<file path="src/rtl/gan_sequencer.sv">
// gan_sequencer: runs one latent-vector job at a time through an external GAN
// datapath. The FSM latches the job operands onto the datapath inputs, waits
// LATENCY cycles for the datapath to settle, captures the discriminator word
// and the nine pixel words, then holds the result until the consumer takes it.

// One captured result word; it reloads only on the capture strobe.
module gan_seq_lane #(
  parameter int WIDTH = 32
) (
  input  logic             clk,
  input  logic             rst,
  input  logic             cap,
  input  logic [WIDTH-1:0] d,
  output logic [WIDTH-1:0] q
);
  // Hold the last captured word; reset clears it.
  always_ff @(posedge clk) begin
    if (rst)      q <= '0;
    else if (cap) q <= d;
  end
endmodule

module gan_sequencer #(
  parameter int WIDTH   = 32,
  parameter int LATENCY = 4
) (
  input  logic               clk,
  input  logic               rst,
  input  logic               in_valid,
  output logic               in_ready,
  input  logic               in_choice,
  input  logic [WIDTH-1:0]   in_a1,
  input  logic [WIDTH-1:0]   in_a2,
  output logic               dp_choice,
  output logic [WIDTH-1:0]   dp_in_1,
  output logic [WIDTH-1:0]   dp_in_2,
  input  logic [WIDTH-1:0]   dp_disc,
  input  logic [9*WIDTH-1:0] dp_pixels,
  output logic               out_valid,
  input  logic               out_ready,
  output logic [WIDTH-1:0]   out_disc,
  output logic [9*WIDTH-1:0] out_pixels,
  output logic               out_choice,
  output logic               busy,
  output logic [15:0]        job_count
);
  // Lanes 0..8 carry the pixel words, lane 9 the discriminator word.
  localparam int NUM_LANES = 10;
  localparam logic [7:0] LAT = 8'(LATENCY);

  typedef enum logic [1:0] {IDLE, WAIT, RESULT} state_t;

  state_t                            state;
  logic [7:0]                        cnt;
  logic                              cap;
  logic [NUM_LANES-1:0][WIDTH-1:0]   lane_d;
  logic [NUM_LANES-1:0][WIDTH-1:0]   lane_q;

  assign in_ready = (state == IDLE);
  assign busy     = (state != IDLE);
  // Capture on the last WAIT edge, the same edge that moves the FSM to RESULT.
  assign cap      = (state == WAIT) && (cnt == 8'd1);

  assign lane_d     = {dp_disc, dp_pixels};
  assign out_pixels = lane_q[8:0];
  assign out_disc   = lane_q[9];

  for (genvar g = 0; g < NUM_LANES; g++) begin : g_lane
    gan_seq_lane #(.WIDTH(WIDTH)) u_lane (
      .clk (clk),
      .rst (rst),
      .cap (cap),
      .d   (lane_d[g]),
      .q   (lane_q[g])
    );
  end

  // Job FSM: accept in IDLE, count down in WAIT, hold result in RESULT.
  always_ff @(posedge clk) begin
    if (rst) begin
      state      <= IDLE;
      cnt        <= 8'd0;
      dp_in_1    <= '0;
      dp_in_2    <= '0;
      dp_choice  <= 1'b0;
      out_choice <= 1'b0;
      out_valid  <= 1'b0;
      job_count  <= 16'd0;
    end else begin
      case (state)
        IDLE: if (in_valid) begin
          dp_in_1   <= in_a1;
          dp_in_2   <= in_a2;
          dp_choice <= in_choice;
          cnt       <= LAT;
          state     <= WAIT;
        end
        WAIT: begin
          cnt <= cnt - 8'd1;
          if (cnt == 8'd1) begin
            out_choice <= dp_choice;
            out_valid  <= 1'b1;
            state      <= RESULT;
          end
        end
        RESULT: if (out_ready) begin
          out_valid <= 1'b0;
          job_count <= job_count + 16'd1;
          state     <= IDLE;
        end
        default: state <= IDLE;
      endcase
    end
  end
endmodule

</file>
<file path="config.mk">
export PLATFORM = sky130hd
export DESIGN_NAME = gan_sequencer
export DESIGN_NICKNAME = d
export VERILOG_FILES = /design/src/rtl/gan_sequencer.sv
export SDC_FILE = /design/constraint.sdc
export NUM_CORES = 1
export LEC_CHECK = 0
export CORE_AREA = 4 4 303 305
export CTS_CLUSTER_SIZE = 16
export DETAILED_ROUTE_END_ITERATION = 7
export DIE_AREA = 0 0 307 309
export PLACE_DENSITY_LB_ADDON = 0.15
export SKIP_CTS_REPAIR_TIMING = 1
export SLEW_MARGIN = 5
export SYNTH_ARGS = -nofsm -noshare
export SYNTH_HDL_FRONTEND = slang
export SYNTH_SLANG_ARGS = --single-unit
export TNS_END_PERCENT = 20
</file>
<file path="constraint.sdc">
create_clock -name clk -period 4 [get_ports clk]
set_input_delay 0.8 -clock clk [delete_from_list [all_inputs] [get_ports clk]]
set_output_delay 0.8 -clock clk [all_outputs]
set_load 0.02 [all_outputs]
</file>
== Word-level counts from Yosys, hierarchy flattened ==
Index checks and enable logic that the tools add are counted.

* Mux-type cells: 9
* Equal/unequal tests: 6
* $add $sub $neg: 2
* Reductions and logical operators: 11

{| class="wikitable"
|+ Operators with widths
! kind !! number
|-
| 16-bit by 1-bit adder with 16-bit output, second input constant || 1
|-
| 8-bit case mux with 2 select lines || 1
|-
| 8-bit by 1-bit == test with 1-bit output, second input constant || 1
|-
| 8-bit two-way mux || 1
|-
| 2-bit AND reduction || 4
|-
| 8-bit by 1-bit subtractor with 8-bit output, second input constant || 1
|-
| 2-bit two-way mux || 3
|-
| 2-bit case mux with 3 select lines || 1
|-
| 3-bit AND reduction || 2
|-
| 2-bit nonzero test || 3
|-
| 2-bit != test, second input constant || 2
|-
| 2-bit by 1-bit == test with 1-bit output, second input constant || 1
|-
| 2-bit == test, second input constant || 1
|-
| 2-bit zero test || 1
|-
| 1-bit two-way mux || 2
|-
| 2-bit by 1-bit != test with 1-bit output, second input constant || 1
|-
| 1-bit case mux with 2 select lines || 1
|-
| 1-bit logical AND || 1
|}

* Input port bits: 389
* Output and inout bits: 405
* Word-level logic and storage cells: 46
* Flip-flop bits (word level): 413

== Depth between registers and ports, before layout ==
* Depth in word-level cells: 3
* Mapped depth: 9
* Mapped depth without buffers: 6

== Cells and area by module ==
Synthesis repeated with hierarchy kept, for this count alone.

* Cells, all modules: 1466
* Area total of the unflattened synthesis: 15190.8 um^2

{| class="wikitable"
|+ Modules (own cells, without submodules)
! module !! cells each !! area an instance (um^2) !! sequential area each (um^2) !! times used
|-
| gan_seq_lane || 103 || 1163.6 || 640.6 || 10
|-
| gan_sequencer || 436 || 3554.7 || 1861.8 || 1
|}

== Worst setup path before layout ==
No wires, ideal clock.

* Path type: input -> register
* Start: input in_valid
* End: register dp_in_1[21]
* Library setup time: 0.132 ns
* Data required time: 3.868 ns
* Arrival time: 1.870 ns
* Setup slack: 1.998 ns
* Path buffers: 3
* Stages on the path: 6
* Path through: or3b_2 > clkbuf_1 > buf_2 > buf_1 > nand2_1 > a21oi_1

* Longest elaborated chain between the ends: 1

{| class="wikitable"
|+ Ends and longest elaborated chain
! what !! RTL line !! source
|-
| start, declared || 29 || <nowiki>input logic in_valid,</nowiki>
|-
| 2-bit AND reduction (no line) || n/a ||
|-
| end signal, assigned || 92 || <nowiki>dp_in_1 <= in_a1;</nowiki>
|-
| end, declared || 35 || <nowiki>output logic [WIDTH-1:0] dp_in_1,</nowiki>
|}

No other way between the ends.
A chain may end at the register's enable or synchronous reset.

== Worst setup path after layout ==
* Start: register state[1]
* End: output in_ready

* Longest elaborated chain between the ends: 1

{| class="wikitable"
|+ Ends and longest elaborated chain
! what !! RTL line !! source
|-
| start, declared || 53 || <nowiki>state_t state;</nowiki>
|-
| start signal, assigned || 81 || <nowiki>state <= IDLE;</nowiki>
|-
| start signal, assigned || 96 || <nowiki>state <= WAIT;</nowiki>
|-
| start signal, assigned || 103 || <nowiki>state <= RESULT;</nowiki>
|-
| 2-bit zero test || 59 || <nowiki>assign in_ready = (state == IDLE);</nowiki>
|-
| end, declared || 30 || <nowiki>output logic in_ready,</nowiki>
|}

No other way between the ends.

==> flow_metrics.env <==
export IMPL_status="finished clean"
export IMPL_seq_area_um2=8268
export IMPL_drive_gt1_frac=0.04324
export IMPL_crit_type="reg2out"
export IMPL_ant_nets=0
export IMPL_drt_first_pass_iters=5
export IMPL_drc=0
export IMPL_layout_common_cells="clkdlybuf4s50_1, nand2_1, dfxtp_1, a21oi_1, clkbuf_16"
export IMPL_clock_latency_ps=600
export IMPL_wire_per_inst_um=17.87
export IMPL_maxSlewViolCount=0
export IMPL_yosys_warnings=0
export IMPL_clk_pin_slew_ps=50
export IMPL_pin_count=794
export IMPL_multi_input_area_um2=5527
export IMPL_drt_iter0_drc=662
export IMPL_cts_htree_levels=2
export IMPL_dpl_hpwl_mm=49.56
export IMPL_die_y_um=309
export IMPL_skew_ps=23.76
export IMPL_rsz0062_at_grt="false"
export IMPL_grt_pass1_wl_mm=96.12
export IMPL_synth_top_cell_area_share=0.5724
export IMPL_ctsLongestPathBuffers=3
export IMPL_overflow=0
export IMPL_synthTopCellsByArea="dfxtp_1, nand2_1, a21oi_1"
export IMPL_cp_num_buf_inv=1
export IMPL_grt_total_usage=0.1323
export IMPL_final_common_cell="clkdlybuf4s50_1"
export IMPL_coreArea_um2=89320
export IMPL_area_delta_synth_final_pct=74.67
export IMPL_synth_top_area_cell="dfxtp_1"
export IMPL_synth_area_um2=14440
export IMPL_grt_pass1_vias=14614
export IMPL_fin_crit_ps=2741
export IMPL_end_kind="output pin"
export IMPL_antenna_found_initial=11
export IMPL_hp_class="reg2reg"
export IMPL_grt_max_degree=164
export IMPL_startpoint_type="flop"
export IMPL_setup_viol=0
export IMPL_finalNetCount=2949
export IMPL_cts_tree="yes"
export IMPL_viasPerCell=3.923
export IMPL_cp_slowest_cell="clkdlybuf4s50_1"
export IMPL_fin_crit_sh=0.6853
export IMPL_finalSetupTns_ps=0
export IMPL_yosys_register_bits=413
export IMPL_drt_wl_total_mm=67.50
export IMPL_synth_area_per_cell_um2=7.932
export IMPL_vdd_ir_drop_max_uv=269.1
export IMPL_fillCellCount=9542
export IMPL_maxSlewHeadroom=0.1375
export IMPL_gp_congestion=0.7824
export IMPL_path_max_fanout=8
export IMPL_fmax_ghz=0.3648
export IMPL_pre_cts_ws_ps=1252
export IMPL_numCtsBuffers=53
export IMPL_hold_viol=0
export IMPL_portBuffers=793
export IMPL_cts_sinks=413
export IMPL_fp_dieW_um=307
export IMPL_max_stage_delay_ps=680
export IMPL_cp_cell_sequence="nor2_1, clkdlybuf4s50_1"
export IMPL_maxCapViolCount=0
export IMPL_crit_required_ps=3200
export IMPL_clock_root_buffer="clkbuf_16"
export IMPL_power_leakage_nw=8.346
export IMPL_syn_inst=1821
export IMPL_max_slew_worst_pin_slew_ps=1294
export IMPL_die_area_um2=94860
export IMPL_row_count=110
export IMPL_ys_seq_area_frac=0.5724
export IMPL_start_util=0.1617
export IMPL_vias=14818
export IMPL_power_density_nw_per_um2=396.6
export IMPL_syn_nets=2213
export IMPL_synthDistinctLibCells=34
export IMPL_crit_arrival_ps=1940
export IMPL_critical_path_top_delay_family="buffers and inverters"
export IMPL_fin_ws_ps=1259
per-layer routing:
metal | track usage | wire length [µm]
met5 | 0 | 0
met4 | 0.06104 | 2725
met3 | 0.04430 | 5344
met2 | 0.2371 | 34400
met1 | 0.1412 | 25020
stage by stage:
stage	area [µm²]	hold WS, ps	instances	power (mW)	util
2_1_floorplan	14440	477.5	1821	4.763	-
3_3_place_gp	23520	441.6	3678	5.468	0.2633
3_5_place_dp	23520	445.4	3678	5.478	0.2633
4_1_cts	25200	452.9	3766	10.27	0.2821
5_1_grt	25230	465.9	3776	10.47	0.2824
6_report	25230	449.7	3777	10.01	0.2824
cell usage after synthesis (all sizes together):
cell / count
clkbuf: 77
and2: 1
nor3: 5
a21oi: 395
ha: 3
nand3b: 3
buf: 56
xnor2: 8
nor2: 24
nand4b: 1
dfxtp: 413
a31o: 1
or3: 4
and3: 2
o21bai: 1
nand3: 7
or4: 1
inv: 8
nand2: 783
nand4: 4
nor4: 4
o21ai: 5
nand2b: 1
mux2: 5
nor2b: 1
and4: 1
xor2: 2
or3b: 2
a221oi: 1
nor3b: 1
mux2i: 1
final timing paths:
kind | startpoint | end | slack [ps] | cells past startpoint
min | dp_in_2[21] | dp_in_2[21] | 450 | 2
max reg2reg | cnt[3] | g_lane[2].u_lane.q[21] | 1330 | 6
min reg2reg | dp_in_2[21] | dp_in_2[21] | 450 | 2
max | state[1] | in_ready | 1260 | 2
cells by family (layout without fill, tap and decap cells):
group | count (synthesis) | in the layout | synth area share
flops | 413 | 413 | 0.5724
compound gates | 403 | 403 | 0.1403
mux | 6 | 6 | 0.004591
xor+xnor | 10 | 10 | 0.006064
fa+ha+maj | 3 | 3 | 0.002599
buf+inv | 141 | 910 | 0.04626
simple gates | 845 | 845 | 0.2277
other cells | 0 | 11 | 0
report_power, final:
group          leakage (nW)  switching, mW  internal [mW]
sequential             3.34         0.0582           4.22
combinational          4.18          0.503          0.592
clock                 0.828           1.84           2.79
total                  8.35           2.40           7.60
area by class of cell:
type	instances	share of cell area
Antenna cell	11	0.001091
Clock buffer	78	0.06145
Clock inverter	10	0.005158
Inverter	8	0.001190
Multi-Input combinational cell	1267	0.2191
Sequential cell	413	0.3277
Tap cell	1176	0.05832
Timing Repair Buffer	814	0.3260
state kept, by name (all words and copies together), names as in the netlist:
name,cells
g_lane.u_lane.q,320
out_valid,1
cnt,8
state,2
job_count,16
dp_in_2,32
out_choice,1
dp_in_1,32
dp_choice,1
worst min-delay path, stage by stage, from the launching register on:
cell,delay [ps]
dfxtp_1,300
nand2_1,50
a21oi_1,50
Power figures use the tool's default switching activity.
